<file path="src/rtl/seven_seg_scan_decoder_if.sv">
// Display bus seen by the scan decoder: multiplexed segment/anode lines in,
// reassembled MM:SS frame and status flags out.
interface seven_seg_scan_decoder_if;
    logic [6:0]  seg_in;
    logic [3:0]  an_in;
    logic        err_clr;
    logic [15:0] digits;
    logic        frame_valid;
    logic        frame_changed;
    logic        err;
    logic        active;

    modport master (
        output seg_in,
        output an_in,
        output err_clr,
        input  digits,
        input  frame_valid,
        input  frame_changed,
        input  err,
        input  active
    );

    modport slave (
        input  seg_in,
        input  an_in,
        input  err_clr,
        output digits,
        output frame_valid,
        output frame_changed,
        output err,
        output active
    );
endinterface

</file>
<file path="src/rtl/seven_seg_scan_decoder.sv">
// Samples a multiplexed 4-digit seven-segment bus and rebuilds BCD MM:SS
// frames with valid/changed/error/activity flags.
module seven_seg_scan_decoder #(
    parameter int SYNC_STAGES = 2,
    parameter int SETTLE      = 4,
    parameter int TIMEOUT     = 65535
) (
    input logic                    clk,
    input logic                    rst,
    seven_seg_scan_decoder_if.slave bus
);

    localparam int CW = (SETTLE < 2) ? 1 : $clog2(SETTLE + 1);
    localparam int TW = (TIMEOUT < 2) ? 1 : $clog2(TIMEOUT + 1);
    localparam logic [CW-1:0] SETTLE_C  = CW'(SETTLE);
    localparam logic [TW-1:0] TIMEOUT_C = TW'(TIMEOUT);

    logic [SYNC_STAGES-1:0][10:0] sync_q;
    logic [10:0]                  prev_q;
    logic [CW-1:0]                cnt_q;
    logic [CW-1:0]                cnt_d;
    logic [3:0][3:0]              stg_q;
    logic [3:0][3:0]              stg_d;
    logic [3:0]                   mask_q;
    logic [3:0]                   mask_d;
    logic                         fire_q;
    logic                         fire_d;
    logic [TW-1:0]                to_q;
    logic [TW-1:0]                to_d;
    logic                         active_q;
    logic                         active_d;
    logic [15:0]                  digits_q;
    logic [15:0]                  digits_d;
    logic                         fv_q;
    logic                         fv_d;
    logic                         fc_q;
    logic                         fc_d;
    logic                         err_q;
    logic                         err_d;

    logic [10:0] smp;
    logic [3:0]  an_s;
    logic [6:0]  seg_s;
    logic [3:0]  sel;
    logic        cand;
    logic        same;
    logic        cap;
    logic [3:0]  dec;
    logic        illegal;
    logic        dark;

    assign smp   = sync_q[SYNC_STAGES-1];
    assign an_s  = smp[10:7];
    assign seg_s = smp[6:0];
    assign sel   = ~an_s;

    // Exactly one anode low; blanking and ghosting are not candidates.
    assign cand = (sel != 4'd0) && ((sel & (sel - 4'd1)) == 4'd0);
    assign same = (smp == prev_q);

    always_ff @(posedge clk) begin
        if (rst) begin
            sync_q <= '0;
        end else begin
            sync_q <= {sync_q[SYNC_STAGES-2:0], {bus.an_in, bus.seg_in}};
        end
    end

    always_comb begin
        cnt_d = '0;
        if (!cand) begin
            cnt_d = '0;
        end else if (!same) begin
            cnt_d = CW'(1);
        end else if (cnt_q == SETTLE_C) begin
            cnt_d = cnt_q;
        end else begin
            cnt_d = cnt_q + CW'(1);
        end
    end

    // Fire once on reaching SETTLE; a saturated dwell does not re-fire.
    assign cap = cand && (cnt_d == SETTLE_C) && !(same && cnt_q == SETTLE_C);

    always_comb begin
        dec     = 4'hF;
        illegal = 1'b0;
        unique case (seg_s)
            7'b1000000: dec = 4'd0;
            7'b1111001: dec = 4'd1;
            7'b0100100: dec = 4'd2;
            7'b0110000: dec = 4'd3;
            7'b0011001: dec = 4'd4;
            7'b0010010: dec = 4'd5;
            7'b0000010: dec = 4'd6;
            7'b1111000: dec = 4'd7;
            7'b0000000: dec = 4'd8;
            7'b0010000: dec = 4'd9;
            default: begin
                dec     = 4'hF;
                illegal = 1'b1;
            end
        endcase
    end

    always_comb begin
        to_d = to_q;
        if (cap) begin
            to_d = '0;
        end else if (to_q != TIMEOUT_C) begin
            to_d = to_q + TW'(1);
        end
    end

    assign dark = !cap && (to_d == TIMEOUT_C);

    always_comb begin
        active_d = active_q;
        if (cap) begin
            active_d = 1'b1;
        end else if (dark) begin
            active_d = 1'b0;
        end
    end

    always_comb begin
        stg_d  = stg_q;
        mask_d = mask_q;
        fire_d = 1'b0;
        if (cap) begin
            for (int i = 0; i < 4; i++) begin
                if (sel[i]) begin
                    stg_d[i] = dec;
                end
            end
            mask_d = mask_q | sel;
            if (&mask_d) begin
                fire_d = 1'b1;
                mask_d = 4'd0;
            end
        end
        // A display gone dark abandons whatever partial frame was collected.
        if (dark) begin
            mask_d = 4'd0;
        end
    end

    always_comb begin
        digits_d = digits_q;
        fv_d     = fire_q;
        fc_d     = 1'b0;
        if (fire_q) begin
            digits_d = stg_q;
            fc_d     = (stg_q != digits_q);
        end
    end

    assign err_d = (cap && illegal) || (err_q && !bus.err_clr);

    always_ff @(posedge clk) begin
        if (rst) begin
            prev_q   <= '0;
            cnt_q    <= '0;
            stg_q    <= '0;
            mask_q   <= '0;
            fire_q   <= 1'b0;
            to_q     <= '0;
            active_q <= 1'b0;
            digits_q <= '0;
            fv_q     <= 1'b0;
            fc_q     <= 1'b0;
            err_q    <= 1'b0;
        end else begin
            prev_q   <= smp;
            cnt_q    <= cnt_d;
            stg_q    <= stg_d;
            mask_q   <= mask_d;
            fire_q   <= fire_d;
            to_q     <= to_d;
            active_q <= active_d;
            digits_q <= digits_d;
            fv_q     <= fv_d;
            fc_q     <= fc_d;
            err_q    <= err_d;
        end
    end

    assign bus.digits        = digits_q;
    assign bus.frame_valid   = fv_q;
    assign bus.frame_changed = fc_q;
    assign bus.err           = err_q;
    assign bus.active        = active_q;

endmodule

</file>
<file path="src/flat_wrapper.sv">
// flat-port wrapper written by rule: the top's interface ports become plain ports
module seven_seg_scan_decoder_flat 
#(
    parameter int SYNC_STAGES = 2,
    parameter int SETTLE      = 4,
    parameter int TIMEOUT     = 65535
)
  (clk, rst, bus_seg_in, bus_an_in, bus_err_clr, bus_digits, bus_frame_valid, bus_frame_changed, bus_err, bus_active);
  seven_seg_scan_decoder_if bus_i ();
  input logic clk;
  input logic rst;
  input wire logic [$bits(bus_i.seg_in)-1:0] bus_seg_in;
  input wire logic [$bits(bus_i.an_in)-1:0] bus_an_in;
  input wire logic [$bits(bus_i.err_clr)-1:0] bus_err_clr;
  output wire logic [$bits(bus_i.digits)-1:0] bus_digits;
  output wire logic [$bits(bus_i.frame_valid)-1:0] bus_frame_valid;
  output wire logic [$bits(bus_i.frame_changed)-1:0] bus_frame_changed;
  output wire logic [$bits(bus_i.err)-1:0] bus_err;
  output wire logic [$bits(bus_i.active)-1:0] bus_active;
  assign bus_i.seg_in = bus_seg_in;
  assign bus_i.an_in = bus_an_in;
  assign bus_i.err_clr = bus_err_clr;
  assign bus_digits = bus_i.digits;
  assign bus_frame_valid = bus_i.frame_valid;
  assign bus_frame_changed = bus_i.frame_changed;
  assign bus_err = bus_i.err;
  assign bus_active = bus_i.active;
  seven_seg_scan_decoder #(.SYNC_STAGES(SYNC_STAGES), .SETTLE(SETTLE), .TIMEOUT(TIMEOUT)) u_core (.clk(clk), .rst(rst), .bus(bus_i));
endmodule
</file>
<file path="config.mk">
export PLATFORM = sky130hd
export DESIGN_NAME = seven_seg_scan_decoder_flat
export DESIGN_NICKNAME = d
export VERILOG_FILES = /design/src/rtl/seven_seg_scan_decoder_if.sv /design/src/rtl/seven_seg_scan_decoder.sv /design/src/flat_wrapper.sv
export SDC_FILE = /design/constraint.sdc
export NUM_CORES = 1
export LEC_CHECK = 0
export ABC_AREA = 1
export ABC_CLOCK_PERIOD_IN_PS = 2050
export BUFFER_PORTS_ARGS = -buffer_cell sky130_fd_sc_hd__buf_2
export CAP_MARGIN = 20
export CORE_MARGIN = 3
export CORE_UTILIZATION = 54
export CTS_CLUSTER_DIAMETER = 200
export DETAILED_ROUTE_END_ITERATION = 10
export HOLD_SLACK_MARGIN = 0.05
export PLACE_DENSITY = 0.74
export SLEW_MARGIN = 15
export SYNTH_ARGS = -nofsm -noshare
export SYNTH_HDL_FRONTEND = slang
export SYNTH_SLANG_ARGS = --single-unit
</file>
<file path="constraint.sdc">
create_clock -name clk -period 2.05 [get_ports clk]
set_clock_uncertainty 0.1 [all_clocks]
set_input_delay 0.1025 -clock clk [delete_from_list [all_inputs] [get_ports clk]]
set_output_delay 0.1025 -clock clk [all_outputs]
set_load 0.05 [all_outputs]
</file>
# Word-level counts from Yosys, hierarchy flattened
# Index checks and enable logic that the tools add are counted.
[word_totals]
register_bits = 93
latch_bits = 0
mem_bits_rw = 0
rom_bits = 0
in_bits = 14
out_inout_bits = 20
elab_cells = 74
n_memories = 0
[op_classes]
n_addsub = 3
n_mul = 0
div = 0
n_lt_le_gt_ge = 0
eq_ne = 15
shift = 0
mux = 11
n_bitwise = 5
n_reduce_logical = 24
[op_table]
columns = ["cell", "count"]
rows = [
  ["$pmux 4 s10", 1],
  ["$mux 16", 2],
  ["$eq 7x5->1 const B", 3],
  ["$eq 7x7->1 const B", 3],
  ["$add 16x1->16 const B", 1],
  ["$eq 16x16->1 const B", 1],
  ["$ne 16x16->1", 1],
  ["$ne 16x16->1 const B", 1],
  ["$eq 7x6->1 const B", 2],
  ["$eq 11x11->1", 1],
  ["$reduce_or 10->1", 1],
  ["$mux 3", 3],
  ["$reduce_and 2->1", 4],
  ["$eq 7x2->1 const B", 1],
  ["$logic_and 1x1->1", 7],
  ["$logic_not 7->1", 1],
  ["$eq 3x3->1 const B", 2],
  ["$reduce_or 2->1", 3],
  ["$and 4x4->4", 1],
  ["$logic_not 4->1", 1],
  ["$mux 1", 4],
  ["$mux 4", 1],
  ["$not 4->4", 1],
  ["$or 4x4->4", 1],
  ["other kinds (8)", 11],
]

# Longest topological paths before layout
# Gate-level depths: netlist of run 1.
[depth]
word_depth = 14
mapped_depth = 14
ltp_nobuf = 14

# Worst setup path after synthesis of run 1
# Ideal clock, no wire load.
[synth_timing]
kind = "register -> register"
startpoint = "register u_core.to_q[0]"
endpoint = "register u_core.active_q (netlist: u_core.bus.active)"
setup_time_ns = 0.120
t_arrival_ns = 1.802
required_ns = 1.830
path_slack_ns = 0.029
stages_incl_launch_ff = 13
n_path_buf = 1
synth_period_minus_slack_ns = 2.021
cell_sequence = "dfxtp_1 -> ha_1 -> nand2_1 -> nor2_2 -> and2_1 -> nand3_2 -> buf_2 -> nand2_1 -> nand2_1 -> nor2_1 -> nand4_1 -> o21bai_2 -> nor2_1"
[synth_via]
elab_chain_cells = 6
word_cells_on_any_way = 7
cone_classes = "1 x add/sub; 2 x eq/ne; 2 x mux; 2 x reduce/logical"
[synth_rtl]
columns = ["item", "line_no", "rtl"]
rows = [
  ["start, declared", "seven_seg_scan_decoder.sv:28", "logic [TW-1:0] to_q;"],
  ["start signal, assigned", "seven_seg_scan_decoder.sv:179", "to_q <= to_d;"],
  ["$add 16x1->16 / $ne 16x16->1 (equally long branches)", "seven_seg_scan_decoder.sv:111, seven_seg_scan_decoder.sv:110", ""],
  ["$mux 16 (*)", "seven_seg_scan_decoder.sv:110", "end else if (to_q != TIMEOUT_C) begin"],
  ["$mux 16 (*)", "seven_seg_scan_decoder.sv:108", "if (cap) begin"],
  ["$eq 16x16->1 (*)", "seven_seg_scan_decoder.sv:115", "assign dark = !cap && (to_d == TIMEOUT_C);"],
  ["$logic_and 1x1->1 (*)", "seven_seg_scan_decoder.sv:115", ""],
  ["$reduce_bool 2->1 (no source line) (*)", "--", ""],
  ["end signal, assigned", "seven_seg_scan_decoder.sv:180", "active_q <= active_d;"],
  ["end, declared", "seven_seg_scan_decoder.sv:30", "logic active_q;"],
]
# Mark *: on every way between the ends. The rest lies on a longest branch, timed or not.
# A chain may end at the register's enable or synchronous reset.

# Worst setup path after layout of run 1
[layout_timing]
startpoint = "register u_core.sync_q (netlist bit u_core.smp[4])"
endpoint = "register u_core.stg_q[7] (netlist name)"
[layout_via]
elab_chain_cells = 7
word_cells_on_any_way = 20
cone_classes = "11 x eq/ne; 3 x mux; 6 x reduce/logical"
[layout_rtl]
columns = ["item", "line_no", "rtl"]
rows = [
  ["start, declared", "seven_seg_scan_decoder.sv:18", "logic [SYNC_STAGES-1:0][10:0] sync_q;"],
  ["start signal, assigned", "seven_seg_scan_decoder.sv:65", "sync_q <= {sync_q[SYNC_STAGES-2:0], {bus.an_in, bus.seg_in}};"],
  ["$eq 11x11->1", "seven_seg_scan_decoder.sv:59", "assign same = (smp == prev_q);"],
  ["$mux 3", "seven_seg_scan_decoder.sv:73", "end else if (!same) begin"],
  ["$mux 3", "seven_seg_scan_decoder.sv:71", "if (!cand) begin"],
  ["$eq 3x3->1", "seven_seg_scan_decoder.sv:83", "assign cap = cand && (cnt_d == SETTLE_C) && !(same && cnt_q == SETTLE_C);"],
  ["$logic_and 1x1->1 (2 in a row)", "seven_seg_scan_decoder.sv:83", ""],
  ["$reduce_and 2->1 (no source line)", "--", ""],
  ["end signal, assigned", "seven_seg_scan_decoder.sv:176", "stg_q <= stg_d;"],
  ["end, declared", "seven_seg_scan_decoder.sv:22", "logic [3:0][3:0] stg_q;"],
]
# Parallel ways exist; a longest one is shown, timed or not.

==> results of run 1 <==
[power by group through the flow]
| stage | Clock, mW | Sequential (mW) | Combinational, mW |
|---|---|---|---|
| CTS | 1.18 | 1.86 | 0.213 |
| finish | 1.16 | 1.86 | 0.256 |
| global route | 1.28 | 1.87 | 0.287 |
| detailed placement | 0 | 1.90 | 0.190 |
| floorplan | 0 | 1.89 | 0.132 |
| global placement | 0 | 1.90 | 0.186 |
[worst register-to-register path: stages, from the launching register on]
cell     delay [ps]
dfxtp_4         380
inv_4            50
nand2_1          60
nand2_1          60
nor2_1          100
nand2_1         100
nor2_4          200
nand3_2         130
nand2_4         130
nand2_4         100
nor2_8          140
buf_4           160
nand2_8          70
nand2_1          60
nand2_1          50
nor2_1          110
[sequential cells by signal, indices dropped and copies added (netlist names)]
register,flops
u_core.bus.active,1
u_core.bus.digits,16
u_core.bus.err,1
u_core.bus.frame_changed,1
u_core.bus.frame_valid,1
u_core.cnt_q,3
u_core.fire_q,1
u_core.mask_q,4
u_core.prev_q,11
u_core.smp,11
u_core.stg_q,16
u_core.sync_q,11
u_core.to_q,16
[what timing repair did]
item	CTS	global route
endpoints found under the setup margin	22	32
hold endpoints to repair	18	0
resized for setup	6	95
pin swaps	2	36
cloned	0	1
hold buffers	13	0
buffers inserted	2	16
[logic make-up after synthesis]
kind of cell	after synthesis	share of synthesized area, %
buffers and inverters	97	8.82
XOR/XNOR	20	4.19
AND/OR/NAND/NOR	325	33.8
adder cells (fa/ha/maj)	3	0.897
AO/OA/AOI/OAI	59	7.84
flip-flops	93	44.5
[cells in the final DEF, fill, tap and decap left out, types with 6 or more instances in the layout]
cell,instances
dfxtp_2,10
buf_2,33
nand2_1,117
nand3_1,18
buf_4,32
dlygate4sd3_1,13
nand2_2,14
dfxtp_1,78
inv_1,75
nor2_4,7
xnor2_1,17
nor3_1,6
or2_2,11
o21ai_0,23
nand2_4,7
a21oi_1,18
clkbuf_8,9
nor2_2,11
nor2_1,105
nand4_1,17
[per-layer routing]
layer / GRT usage [%] / vias up / part of all wire [%]
li1: - / 2020 / -
met1: 29.2 / 1802 / 45
met2: 35.5 / 102 / 49
met3: 3.61 / 15 / 5.0
met4: 9.03 / 0 / 1.6
met5: 0 / - / 0
[synthesized netlist by cell type]
cell type | count | area share, %
a211oi_1 | 2 | 0.36
or2_2 | 11 | 1.6
buf_2 | 1 | 0.12
a21oi_1 | 18 | 2.2
o211ai_1 | 1 | 0.18
nand2_2 | 5 | 0.75
clkbuf_1 | 12 | 1.1
nand3_1 | 20 | 2.4
nand2_4 | 2 | 0.54
nand4_1 | 17 | 2.5
o21bai_2 | 1 | 0.27
inv_2 | 3 | 0.27
a21boi_0 | 1 | 0.18
o21ai_0 | 30 | 3.6
dfxtp_1 | 93 | 44
nor3_1 | 7 | 0.84
xor2_1 | 3 | 0.63
nor2_8 | 1 | 0.48
a311oi_1 | 1 | 0.21
o32ai_1 | 1 | 0.21
nor3_2 | 2 | 0.48
nor2_1 | 120 | 11
nand2_1 | 133 | 12
nor2_4 | 2 | 0.54
nand3b_1 | 1 | 0.18
and2_1 | 1 | 0.15
o21bai_1 | 1 | 0.18
o22ai_1 | 2 | 0.30
buf_4 | 1 | 0.18
ha_1 | 3 | 0.90
nor4_1 | 1 | 0.15
inv_1 | 80 | 7.2
a221oi_1 | 1 | 0.21
nand3_2 | 1 | 0.24
xnor2_1 | 17 | 3.6
nor2_2 | 1 | 0.15
[layout make-up]
class | instances | area share (%)
clock buffer | 9 | 2.32
clock inverter | 7 | 1.17
inverter | 83 | 6.02
multi-input combinational | 408 | 41.3
sequential | 93 | 35.4
tap | 99 | 2.32
timing repair buffer | 83 | 11.4
[worst max-delay path by stage]
stage,startpoint,endpoint,slack (ps),cells past startpoint
global route,u_core.smp[4]$_SDFF_PP0_,u_core.stg_q[7]$_SDFFE_PP0P_,-180,15
CTS,u_core.to_q[1]$_SDFF_PP0_,u_core.mask_q[2]$_SDFFE_PP0N_,1,11
floorplan,u_core.to_q[0]$_SDFF_PP0_,u_core.bus.active$_SDFFE_PP0P_,30,12
global placement,u_core.smp[5]$_SDFF_PP0_,u_core.stg_q[12]$_SDFFE_PP0P_,50,13
finish,u_core.smp[4]$_SDFF_PP0_,u_core.stg_q[7]$_SDFFE_PP0P_,-3,15
detailed placement,u_core.to_q[1]$_SDFF_PP0_,u_core.mask_q[3]$_SDFFE_PP0N_,-80,11
[through the flow]
step | instances | TNS, ps
5_1_grt | 782 | -3750
2_1_floorplan | 597 | 0
4_1_cts | 765 | 0
6_report | 782 | -3.29
3_5_place_dp | 734 | -540
3_3_place_gp | 734 | 0
==> impl_metrics.toml, run 1 <==
[power_and_ir_drop]
fin_total_pwr_mw = 3.28
power.net_switching_mw = 0.872
power.switching_fraction_pct = 26.6
power.density_mw_per_mm2 = 613
p_clk_share_pct = 35.4
vdd_ir_drop_max_mv = 0.462
combinational_cell_fraction_of_total_power_pct = 7.8
seqPwrFrac_pct = 56.8
leakage_nw = 2.37
p_int_mw = 2.40

[timing]
worst_slew_margin_rel_pct = 72.0
worst_hold_slack_ps = 298
hold_viol = 0
tightestPinTransition_ps = 419
final_max_slew_viol_count = 0
finalCritPeriodShare_pct = 100
setup_viol = 1
maxClockFrequency_ghz = 0.487
clock_period_minus_final_worst_setup_slack_ps = 2050
final_critical_path_setup_slack_ps = -3.29
grt_setup_unrepaired = "yes"

[logic_synthesis]
syn_avg_cell_area_um2 = 7.01
post_synth_inst_count = 597
synth.cell_area_mm2 = 0.00418
yosys_register_bits = 93
synth.yosys.warnings = 0
post_synth_num_cell_types = 36
yosysSeqAreaShare_pct = 44.5
synth_nets = 614

[die]
coreArea_mm2 = 0.00737
top_level_ports = 34
dieHeight_um = 94.0
die_x_um = 94.0
core.rowCount = 31
start_util_pct = 56.8
area_of_the_die_mm2 = 0.00884

[final_layout]
postLayoutCellArea_mm2 = 0.00534
flow.area_growth_from_synthesis_pct = 27.7
diodes = 0
storage_cell_area_mm2 = 0.00189
final_core_util_pct = 72.5
nNetsFinal = 695
multi_input_comb_area_mm2 = 0.00221
final_layout_size_suffix_gt1_share_pct = 25.9
layout.filler_cells = 570

[setup_path]
cp.buffers_inverters = 2
crit_family = "simple AND/OR/NAND/NOR gates"
cp-start-kind = "flip-flop"
crit_required_ps = 2270
critical_path.cell_chain = "inv_4 -> nand2_1 -> nand2_1 -> nor2_1 -> nand2_1 -> nor2_4 -> nand3_2 -> nand2_4 -> nand2_4 -> nor2_8 -> buf_4 -> nand2_8 -> nand2_1 -> nand2_1 -> nor2_1"
crit_type = "reg2reg"
maximum_fanout_along_the_worst_path = 8
critical-path-max-stage-delay_ps = 380
rr_startpoint = "u_core.smp[4]$_SDFF_PP0_"
reg2reg_setup_slack_ps = -3
rr_endpoint = "u_core.stg_q[7]$_SDFFE_PP0P_"
crit_path_end_kind = "flip-flop"
cp_slowest_cell = "dfxtp_4"
critical_path.most_common_cell = "nand2_1"
arrival_ps = 2270
reg2regPathDepth = 15

[drt]
drt-vias-per-instance = 5.04
routedWlPerCell_um = 12.6
wl_um = 9850
remaining_drc_errors = 0
final_antenna_net_count = 0
detailroute.via_count = 3939
first_iter_violations = 250
drt_pass1_iterations = 4

[min_path]
holdPathStages = 2
whs_endpoint = "u_core.smp[10]$_SDFF_PP0_"
hold_path_origin = "u_core.sync_q[10]$_SDFF_PP0_"
hp-class = "reg2reg"

[clock_network]
cts_sinks = 93
ctsHtreeMaxLevel = 3
cts.clk_slew.worst_paths_ps = 110
clk_path_buf_depth = 2
cts_made_buffers = 9
clockRootBuffer = "clkbuf_8"
tritoncts = "yes"
clk-insertion-delay-late_ps = 370

[placed_design]
post-place-ws_ps = -77.4
detailed_place.area_mm2 = 0.00456
gp_routability_congestion = 0.943
dp.final_hpwl_um = 6360
io_buffers = 33

[grt]
maximum_number_of_pins_on_one_net_before_global_route_repair = 37
number_of_antenna_violations_at_the_first_check_in_global_routing = 0
wire_length_of_the_first_global_routing_pass_um = 15600
vias_in_the_first_global_route = 3598
globalRouteOverflowTotal = 0
grt.total_usage_pct = 22.0

[run_status]
violations = "negative setup slack"
outcome = "finished with violations"

[flow_run]
drv.max_cap_violation_count = 0
No activity file was read; power rests on OpenSTA's default activity.
==> run 2, diff against run 1 <==
--- a/config.mk
+++ b/config.mk
@@ -15,3 +15,3 @@
 export DETAILED_ROUTE_END_ITERATION = 10
-export HOLD_SLACK_MARGIN = 0.05
+export HOLD_SLACK_MARGIN = 0.06
 export PLACE_DENSITY = 0.74
==> constraint.sdc (replaced) <==
create_clock -name clk -period 2.05 [get_ports clk]
set_clock_uncertainty 0.1 [all_clocks]
set_input_delay 0.3075 -clock clk [delete_from_list [all_inputs] [get_ports clk]]
set_output_delay 0.3075 -clock clk [all_outputs]
set_load 0.05 [all_outputs]
==> impl_metrics.toml, run 2 (synthesis results as in run 1) <==
[run_status]
outcome = "finished with violations"
violations = "negative setup slack"

[grt]
grt.total_usage_pct = 20.6
vias_in_the_first_global_route = 3379
globalRouteOverflowTotal = 0
maximum_number_of_pins_on_one_net_before_global_route_repair = 37
wire_length_of_the_first_global_routing_pass_um = 14700
number_of_antenna_violations_at_the_first_check_in_global_routing = 0

[timing]
worst_slew_margin_rel_pct = 74.1
timing.setup.tns_ps = -11.8
clock_period_minus_final_worst_setup_slack_ps = 2060
final_max_slew_viol_count = 0
grt_setup_unrepaired = "yes"
worst_hold_slack_ps = 93.5
finalCritPeriodShare_pct = 101
final_critical_path_setup_slack_ps = -11.8
hold_viol = 0
tightestPinTransition_ps = 389
maxClockFrequency_ghz = 0.485
setup_viol = 1

[clock_network]
clk_path_buf_depth = 2
ctsHtreeMaxLevel = 3
tritoncts = "yes"
clk-insertion-delay-late_ps = 360
cts_sinks = 93
cts.clk_slew.worst_paths_ps = 90
cts_made_buffers = 9
clockRootBuffer = "clkbuf_8"

[setup_path]
cp-start-kind = "flip-flop"
crit_type = "reg2reg"
crit_family = "simple AND/OR/NAND/NOR gates"
arrival_ps = 2210
worstSetupPathDepth = 11
critical_path.cell_chain = "inv_1 -> ha_1 -> nand2_2 -> xor2_2 -> nand3_2 -> nand2_2 -> inv_1 -> nor2_2 -> nand4_1 -> o21ai_1 -> nor2_1"
crit_required_ps = 2200
crit_path_end_kind = "flip-flop"
cp.buffers_inverters = 2
critical-path-max-stage-delay_ps = 330
cp_slowest_cell = "dfxtp_1"
reg2regPathDepth = 11
maximum_fanout_along_the_worst_path = 5

[flow_run]
drv.max_cap_violation_count = 0

[min_path]
hp-class = "in2reg"
holdPathStages = 4

[die]
core.rowCount = 31
start_util_pct = 56.8
die_x_um = 94.0
coreArea_mm2 = 0.00737
top_level_ports = 34
area_of_the_die_mm2 = 0.00884
dieHeight_um = 94.0

[power_and_ir_drop]
vdd_ir_drop_max_mv = 0.698
leakage_nw = 2.36
power.density_mw_per_mm2 = 659

[drt]
routedWlPerCell_um = 11.9
drt_pass1_iterations = 5
wl_um = 9320
detailroute.via_count = 3927
final_antenna_net_count = 0
remaining_drc_errors = 0
first_iter_violations = 307
drt-vias-per-instance = 5.03

[placed_design]
dp.final_hpwl_um = 6240
io_buffers = 33
gp_routability_congestion = 0.945
post-place-ws_ps = -59.1

[final_layout]
most-common-layout-cells = "nand2_1 (123), nor2_1 (108), dfxtp_1 (79), inv_1 (77), buf_4 (36)"
final_layout_size_suffix_gt1_share_pct = 24.0
diodes = 0
final_common_cell = "nand2_1"
flow.area_growth_from_synthesis_pct = 26.0
nNetsFinal = 694
## run 2: changes by cell type in the layout (fill, tap and decap cells not counted), sizes merged
cell / change
dlygate4sd3: -2
nor2: +1
bufinv: +2
clkinvlp: -1
clkbuf: +1
inv: -2
## run 2: routing by layer
| layer | part of all wire (%) | global-route usage, % |
|---|---|---|
| met5 | 0 | 0 |
| met4 | 1.6 | 6.14 |
| met3 | 5.7 | 4.97 |
| met2 | 48 | 33.1 |
| met1 | 45 | 27.6 |
## run 2: final cells by class
class	count	area, um2
repair buffers	81	557
flip-flops and latches	93	1890
clock buffers	10	138
well taps	99	124
inverters	83	317
clock inverters	6	93.8
fillers	566	2100
multi-input cells	409	2150
## run 2: path summary, 6_finish.rpt
kind | slack, ps | to | from
worst max-delay path | -10 | u_core.mask_q[0]$_SDFFE_PP0N_ | u_core.cnt_q[0]$_SDFF_PP0_
worst min-delay path | 90 | u_core.bus.err$_SDFF_PP0_ | bus_err_clr
worst max register to register | -10 | u_core.mask_q[0]$_SDFFE_PP0N_ | u_core.cnt_q[0]$_SDFF_PP0_
worst min register to register | 290 | u_core.smp[7]$_SDFF_PP0_ | u_core.sync_q[7]$_SDFF_PP0_
## run 2: repair_timing
action / CTS / global route
pin swaps: 2 / 24
hold endpoints to repair: 11 / 0
resized for setup: 4 / 72
endpoints found under the setup margin: 21 / 32
gates cloned: 0 / 2
hold buffers: 11 / 0
setup buffers: 2 / 16
## run 2: power by group
group	total, mW	internal [mW]	switching (mW)	leakage [nW]
clock network	1.37	0.733	0.637	0.119
registers	1.86	1.83	0.0249	0.763
logic	0.245	0.102	0.143	1.48
## run 2: through the flow
step / util (%) / cell area (um2) / power, mW / std cells
after floorplan: - / 4180 / 2.03 / 597
after global placement: 61.9 / 4560 / 2.08 / 734
after detailed placement: 61.9 / 4560 / 2.09 / 734
after CTS: 66.8 / 4930 / 3.47 / 763
after global routing: 71.5 / 5270 / 3.61 / 781
final: 71.5 / 5270 / 3.47 / 781
## run 2: tightest hold or removal path, stage by stage
cell,delay (ps)
buf_2,70
inv_1,30
nand2_1,40
a21oi_1,50
